$ cat config.mk
export PLATFORM = sky130hd
export DESIGN_NAME = branch_target_predictor
export DESIGN_NICKNAME = d
export VERILOG_FILES = /design/src/rtl/branch_target_predictor_pkg.sv /design/src/rtl/branch_target_predictor_sat_counter2.sv /design/src/rtl/branch_target_predictor.sv
export SDC_FILE = /design/constraint.sdc
export NUM_CORES = 1
export LEC_CHECK = 0
export CAP_MARGIN = 20
export CORE_MARGIN = 5
export CORE_UTILIZATION = 36
export CTS_CLUSTER_DIAMETER = 80
export DETAILED_ROUTE_END_ITERATION = 12
export GPL_ROUTABILITY_DRIVEN = 0
export GPL_TIMING_DRIVEN = 0
export PLACE_DENSITY_LB_ADDON = 0.1
export SLEW_MARGIN = 20
export SYNTH_ARGS = -nofsm -noshare
export SYNTH_HDL_FRONTEND = slang
export SYNTH_SLANG_ARGS = --single-unit
$ cat constraint.sdc
create_clock -name clk -period 10.35 [get_ports clk]
set_input_delay 1.5525 -clock clk [delete_from_list [all_inputs] [get_ports clk]]
set_output_delay 1.5525 -clock clk [all_outputs]
set_load 0.005 [all_outputs]
$ cat src/rtl/branch_target_predictor_pkg.sv
// Purpose: shared types, counter encodings and saturating-update helper for the branch target predictor.
// Latency: n/a (declarations only).
// Backpressure: n/a.
package branch_target_predictor_pkg;

    typedef logic [1:0] ctr_t;

    // Direction counter encodings: strongly/weakly not-taken, weakly/strongly taken.
    localparam ctr_t CTR_SNT = 2'd0;
    localparam ctr_t CTR_WNT = 2'd1;
    localparam ctr_t CTR_WT  = 2'd2;
    localparam ctr_t CTR_ST  = 2'd3;

    // Move the counter one step towards the resolved direction, saturating at both ends.
    function automatic ctr_t sat_update(input ctr_t ctr, input logic taken);
        ctr_t nxt;
        if (taken) begin
            nxt = (ctr == CTR_ST) ? CTR_ST : ctr + 2'd1;
        end else begin
            nxt = (ctr == CTR_SNT) ? CTR_SNT : ctr - 2'd1;
        end
        return nxt;
    endfunction

endpackage

$ cat src/rtl/branch_target_predictor_sat_counter2.sv
// Purpose: 2-bit saturating direction counter next-state logic.
// Latency: combinational, zero cycles.
// Backpressure: none; pure function of its inputs.
module sat_counter2
    import branch_target_predictor_pkg::*;
(
    input  logic [1:0] ctr_cur,
    input  logic       taken,
    output logic [1:0] ctr_nxt
);

    // Next counter value for a conditional branch resolving in direction taken.
    always_comb begin
        ctr_nxt = sat_update(ctr_cur, taken);
    end

endmodule

$ cat src/rtl/branch_target_predictor.sv
// Purpose: direct-mapped BTB with per-entry 2-bit direction counters, plus branch/mispredict counters.
// Latency: lookup combinational (zero cycles); updates visible the cycle after the resolving edge.
// Backpressure: none; lookup always answers, EX updates are accepted every cycle they are presented.
module branch_target_predictor
    import branch_target_predictor_pkg::*;
#(
    parameter int width   = 32,
    parameter int entries = 16
) (
    input  logic             clk,
    input  logic             rst,
    input  logic [width-1:0] fetch_pc,
    output logic             predict_taken,
    output logic [width-1:0] predict_target,
    input  logic             ex_valid,
    input  logic [width-1:0] ex_pc,
    input  logic             ex_taken,
    input  logic [width-1:0] ex_target,
    input  logic             ex_uncond,
    input  logic             ex_mispredict,
    output logic [31:0]      branch_count,
    output logic [31:0]      mispredict_count
);

    localparam int idx_bits = $clog2(entries);
    localparam int tag_bits = width - idx_bits - 2;

    typedef struct packed {
        logic                valid;
        logic [tag_bits-1:0] tag;
        logic [width-1:0]    target;
        ctr_t                ctr;
    } btb_entry_t;

    // Flop array so every valid bit can be cleared in the reset cycle.
    btb_entry_t btb_q [entries];

    logic [idx_bits-1:0] fetch_idx;
    logic [tag_bits-1:0] fetch_tag;
    logic [idx_bits-1:0] ex_idx;
    logic [tag_bits-1:0] ex_tag;
    btb_entry_t          fetch_ent;
    btb_entry_t          ex_ent;
    logic                fetch_hit;
    logic                ex_hit;
    ctr_t                ex_ctr_nxt;

    // Byte-offset bits carry no information for 4-byte-aligned instructions.
    logic unused_pc_bits;
    assign unused_pc_bits = ^{fetch_pc[1:0], ex_pc[1:0]};

    assign fetch_idx = fetch_pc[idx_bits+1:2];
    assign fetch_tag = fetch_pc[width-1:idx_bits+2];
    assign ex_idx    = ex_pc[idx_bits+1:2];
    assign ex_tag    = ex_pc[width-1:idx_bits+2];

    // Lookup reads the registered entry, so a same-cycle update is not bypassed.
    always_comb begin
        fetch_ent      = btb_q[fetch_idx];
        fetch_hit      = fetch_ent.valid && (fetch_ent.tag == fetch_tag);
        predict_taken  = fetch_hit && fetch_ent.ctr[1];
        // Forced to zero on a miss so uninitialised targets never leak out.
        predict_target = fetch_hit ? fetch_ent.target : '0;
    end

    // Resolve-side hit detection for the entry addressed by ex_pc.
    always_comb begin
        ex_ent = btb_q[ex_idx];
        ex_hit = ex_ent.valid && (ex_ent.tag == ex_tag);
    end

    sat_counter2 u_sat_counter2 (
        .ctr_cur (ex_ent.ctr),
        .taken   (ex_taken),
        .ctr_nxt (ex_ctr_nxt)
    );

    // Entry training/allocation and performance counters; reset wins over any update.
    always_ff @(posedge clk) begin
        if (rst) begin
            for (int i = 0; i < entries; i++) begin
                btb_q[i].valid <= 1'b0;
            end
            branch_count     <= '0;
            mispredict_count <= '0;
        end else if (ex_valid) begin
            branch_count <= branch_count + 32'd1;
            if (ex_mispredict) begin
                mispredict_count <= mispredict_count + 32'd1;
            end
            if (ex_hit) begin
                if (ex_uncond) begin
                    btb_q[ex_idx].ctr    <= CTR_ST;
                    btb_q[ex_idx].target <= ex_target;
                end else begin
                    btb_q[ex_idx].ctr <= ex_ctr_nxt;
                    if (ex_taken) begin
                        btb_q[ex_idx].target <= ex_target;
                    end
                end
            end else if (ex_taken) begin
                // Taken miss replaces whatever lives at this index; not-taken misses are ignored.
                btb_q[ex_idx].valid  <= 1'b1;
                btb_q[ex_idx].tag    <= ex_tag;
                btb_q[ex_idx].target <= ex_target;
                btb_q[ex_idx].ctr    <= ex_uncond ? CTR_ST : CTR_WT;
            end
        end
    end

endmodule

# ---- Yosys cells after proc, flatten, opt, wreduce, memory -nomap -nowiden
# Memories as Yosys holds them, arrays and structs flattened.
# Index checks and enable logic that the tools add are counted.
dict set report word_totals {
  register_bits 64
  ramBits 976
  in_bits 102
  out_inout_bits 97
  memories 1
}
dict set report op_classes {
  addsub 4
  eq_ne 3
  muxes 34
  n_bitwise 4
  reduce_logical 6
}
# memory depth width read_ports rd_ports_with_merged_regs wr line_no
set memory_table {}
lappend memory_table {btb_q 16 61 2 0 16 branch_target_predictor.sv:36} ;# btb_entry_t btb_q [entries];
# operator count
set ops {}
lappend ops {{$mux 32} 3}
lappend ops {{$add 32x1->32 const B} 2}
lappend ops {{$mux 61} 1}
lappend ops {{$reduce_or 61->1} 1}
lappend ops {{$eq 26x26->1} 2}
lappend ops {{$mux 1} 23}
lappend ops {{$mux 2} 5}
lappend ops {{$mux 4} 2}
lappend ops {{$or 1x1->1} 4}
lappend ops {{$logic_and 1x1->1} 3}
lappend ops {{$add 2x1->2 const B} 1}
lappend ops {{$eq 2x2->1 const B} 1}
lappend ops {{$logic_not 2->1} 1}
lappend ops {{$reduce_and 2->1} 1}
lappend ops {{$sub 2x1->2 const B} 1}

# ---- Logic depth before layout (Yosys ltp)
# An unclocked memory read counts as a cell.
dict set report depth {
  word_depth 11
  depth_mapped 14
  ltp_nobuf 8
}

# ---- Modules after synthesis
# A second synthesis with hierarchy kept.
dict set report unflattened {
  cells_unflattened 2321
  hier_area_um2 45311.0
}
# mod instances cells_per_inst area_each_um2 seq_area_each_um2
set modules_own_cells {}
lappend modules_own_cells {branch_target_predictor 1 2318 45284.7 30429.2}
lappend modules_own_cells {sat_counter2 1 3 26.3 0.0}

# ---- Worst setup path after synthesis
# OpenSTA, ideal clock, no wires.
dict set report synth_path {
  path_type {in2reg}
  startpoint {input ex_pc[2]}
  endpoint {memory btb_q[12][10] (netlist bit) (enable)}
  arrival_time_ns 6.881
  setup_slack_ns 2.966
  cell_stages 10
  path_cell_list {buf_2 buf_2 mux4_2 nand3_1 o311ai_0 nor3_1 a31oi_1 nor4_4 a41oi_1 nor4_1}
}
# item line_no
set synth_rtl {}
lappend synth_rtl {{start, declared} branch_target_predictor.sv:16} ;# input logic [width-1:0] ex_pc,
lappend synth_rtl {{end, declared} branch_target_predictor.sv:36}

# ---- Worst setup path after layout
dict set report layout_path {
  startpoint {input fetch_pc[4]}
  endpoint {output predict_target[0]}
}
dict set report layout_via {
  elab_chain_len 4
}
# item line_no
set layout_rtl {}
lappend layout_rtl {{start, declared} branch_target_predictor.sv:12} ;# input logic [width-1:0] fetch_pc,
lappend layout_rtl {{$mem_v2 16x61 *} -}
lappend layout_rtl {{$eq 26x26->1} branch_target_predictor.sv:60} ;# fetch_hit = fetch_ent.valid && (fetch_ent.tag == fetch_tag);
lappend layout_rtl {{$logic_and 1x1->1} branch_target_predictor.sv:60}
lappend layout_rtl {{$mux 32 *} branch_target_predictor.sv:63} ;# predict_target = fetch_hit ? fetch_ent.target : '0;
lappend layout_rtl {{end, declared} branch_target_predictor.sv:14} ;# output logic [width-1:0] predict_target,
# Mark *: on every way between the ends. The rest lies on a longest branch, timed or not.

==> out/qor.csv <==
stage,metric,value,unit
clock_network,post_cts_buffers,0,
critical_path,critPathMaxFanout,10,
floorplanning,initial_core_util,36.3,%
clock_network,clock_latency,0.72,ns
power_and_ir_drop,max-vdd-ir-drop,0.136,mV
hold_path,hp-class,reg2reg,
synth,ys_ff_latch,1040,
drt,wl,144,mm
layout,area_growth,21.3,%
sta,fmax,0.120,GHz
clock_network,clk_pin_slew,0.06,ns
sta,final_max_slew_viol_count,0,
hold_path,worstHoldStart,mispredict_count[6],
clock_network,cts_hold_buf,0,
power_and_ir_drop,finalPower,9.35,mW
synth,ys_seq_area_share,67.7,%
synth,synth_async_sr_flop_share,0,%
synth,synth-edff-count,960,
global_route,grt_max_degree,23,
status,status,completed,
sta,rsz0062_at_grt,no,
drt,vias_per_cell,5.65,
critical_path,endpoint_kind,output pin,
drt,drc,0,
global_route,grt_pass1_wl,202,mm
synth,postSynthAreaPerCell,19.3,um2
synth,synth_top_area_share,64.2,%
layout,fin_nets,2835,
run,maxCapViolations,0,
clock_network,clk_path_buf_depth,3,
synth,synth.area.top_cells,"edfxtp_1 64%, mux4_2 19%, dfxtp_1 3.6%, mux2i_1 2.0%, xor2_1 1.1%",
global_route,antenna_found_initial,12,
clock_network,cts_max_level,3,
layout,finalInstanceArea,54500,um2
layout,drive_gt1_share,28.5,%
synth,synth_cell_type_count,63,
critical_path,max_stage_delay,0.81,ns
sta,finalSetupViolations,0,
synth,yosys_warnings,0,
power_and_ir_drop,power_density,172,nW/um2
clock_network,cts.sinks,1040,
sta,fin_setup_tns,0,ns
sta,finalCritPeriodShare,80.7,%
floorplanning,fp.dieH,363,um
critical_path,timing_worst_setup_path_type,in2out,
global_route,gr-total-overflow,0,
floorplanning,rows,129,
floorplanning,dieWidth,363,um
drt,antenna_left,0,
drt,avgRoutedWirePerCell,32.2,um
clock_network,cts_tree,built,
sta,worstMarginPinSlew,1.19,ns
drt,drt-initial-drc-count,2116,
placement,postPlaceCellArea,50700,um2
global_route,first_global_vias,26600,
power_and_ir_drop,p_leak,17.4,nW
synth,yosysTopAreaCell,edfxtp_1,
critical_path,critPathLaunchType,input port,
critical_path,crit_path_frequent_cell,buf_2,
synth,syn-num-nets,2437,
critical_path,cp_cell_sequence,buf_2 > buf_2 > buf_2 > buf_2 > buf_2 > clkbuf_1 > buf_1 > mux4_2 > mux4_2 > nor2b_1 > clkdlybuf4s50_1,
floorplanning,core,124000,um2
critical_path,critPathArrivalTime,6.79,ns
critical_path,critical-path-slowest-cell,buf_1,
sta,maxSlewHeadroom,20.5,%
sta,finalHoldViolCount,0,
synth,synthFlopType,edfxtp_1,
placement,portBuffers,187,
clock_network,cts_resized,0,
critical_path,crit_required,8.80,ns
critical_path,reg2reg_from,btb_q[11][40],
critical_path,cp-startpoint,fetch_pc[4],
placement,detailed_place_hpwl,100,mm
drt,route.vias.total,25300,
floorplanning,die_area,132000,um2
sta,post-route-min-period,8.35,ns
synth,synthesis.area,44900,um2
drt,drt_pass1_iterations,7,
clock_network,cts_buffers,114,
clock_network,cts_root_buffer,clkbuf_16,
sta,fin_skew,0.0399,ns
synth,synthCells,2333,
global_route,grt_usage,21.6,%
floorplanning,pin_count,199,
## path summary, 6_finish.rpt
path | endpoint | slack, ns | cells after the start
max | predict_target[0] | 2.00 | 11
min | mispredict_count[6] | 0.48 | 2
max reg2reg | btb_q[9][21] | 5.58 | 11
min reg2reg | mispredict_count[6] | 0.48 | 2
## routing by layer
metal | GRT usage [%] | up-vias | wire [um]
li1 | - | 10500 | -
met1 | 28.0 | 13500 | 57400
met2 | 37.3 | 986 | 72700
met3 | 3.83 | 248 | 8960
met4 | 6.68 | 6 | 4800
met5 | 0 | - | 41
## logic make-up after synthesis
logic type | Yosys count | share of synthesized area [%]
AND/OR/NAND/NOR | 376 | 4.64
flip-flops | 1040 | 67.7
XOR/XNOR | 102 | 1.99
AO/OA/AOI/OAI | 157 | 2.34
adder cells (fa/ha/maj) | 2 | 0.0557
multiplexers | 486 | 21.4
buffers and inverters | 170 | 1.89
## layout by cell type (no fill, tap or decap), types with 23 or more instances in the layout
cell type        count
nand3_1             38
o22ai_1             29
a21oi_1             33
clkbuf_1            72
clkinv_1            33
dfxtp_1             80
inv_1               33
nor2_4              25
nor2_1              83
clkbuf_16          114
mux4_2             377
nand2_1             87
buf_16              35
xor2_1              55
buf_2               57
nor2b_4             30
o21ai_0             23
xnor2_1             47
edfxtp_1           960
clkdlybuf4s50_1    187
mux2i_1             89
buf_4               44
## where the power goes
part           internal, mW  total [mW]  switching [mW]  leakage (nW)
logic                 0.268       0.647           0.379          6.25
clock network          2.38        4.08            1.70          1.81
registers              4.61        4.63          0.0107          9.36
total                  7.26        9.35            2.09          17.4
## Yosys cell counts (3+ instances only)
master,instances
a211oi_1,3
a21oi_1,33
a221oi_1,6
a22oi_1,20
a2bb2oi_1,3
a31oi_1,6
a41oi_1,4
and2_1,9
and3_1,6
and4_1,13
buf_1,19
buf_12,3
buf_2,41
buf_4,13
buf_6,5
clkbuf_1,50
clkinv_1,3
dfxtp_1,80
edfxtp_1,960
inv_1,33
mux2_2,20
mux2i_1,89
mux4_2,377
nand2_1,87
nand2b_1,10
nand3_1,38
nand4_1,13
nor2_1,108
nor2b_1,15
nor2b_4,30
nor3_1,17
nor4_1,7
o2111ai_1,3
o211ai_1,4
o21ai_0,24
o22ai_1,29
o311ai_0,3
o32ai_1,4
or2_2,3
or3_1,13
xnor2_1,47
xor2_1,55
## per-stage QoR
stage	setup WS (ns)	cells	util (%)	hold slack, ns
global placement	-3.93	4157	39.5	0.462
CTS	2.01	4463	44.0	0.479
global route	1.87	4467	44.0	0.505
detailed placement	2.01	4250	40.9	0.471
finish	2.00	4471	44.0	0.480
floorplan	2.97	2333	-	0.440
## cell type report
| cell class | instances | area, um2 |
|---|---|---|
| sequential | 1040 | 30400 |
| buffer | 133 | 733 |
| multi-input combinational | 1123 | 13900 |
| tap | 1637 | 2050 |
| inverter | 37 | 139 |
| fill | 10700 | 69300 |
| clock buffer | 148 | 3050 |
| antenna | 6 | 15.0 |
| timing repair buffer | 282 | 3490 |
| clock inverter | 65 | 699 |
## worst max-delay path, delay by kind of cell
| kind | cells | cell delay (ns) |
|---|---|---|
| buffers and inverters | 8 | 4.10 |
| AND/OR/NAND/NOR | 1 | 0.20 |
| multiplexers | 2 | 0.90 |
## flip-flops by register name, indices dropped and copies added, names as in the netlist
name,count
mispredict_count,32
btb_q,976
branch_count,32
Note: power is estimated with default switching activity, not from simulation.
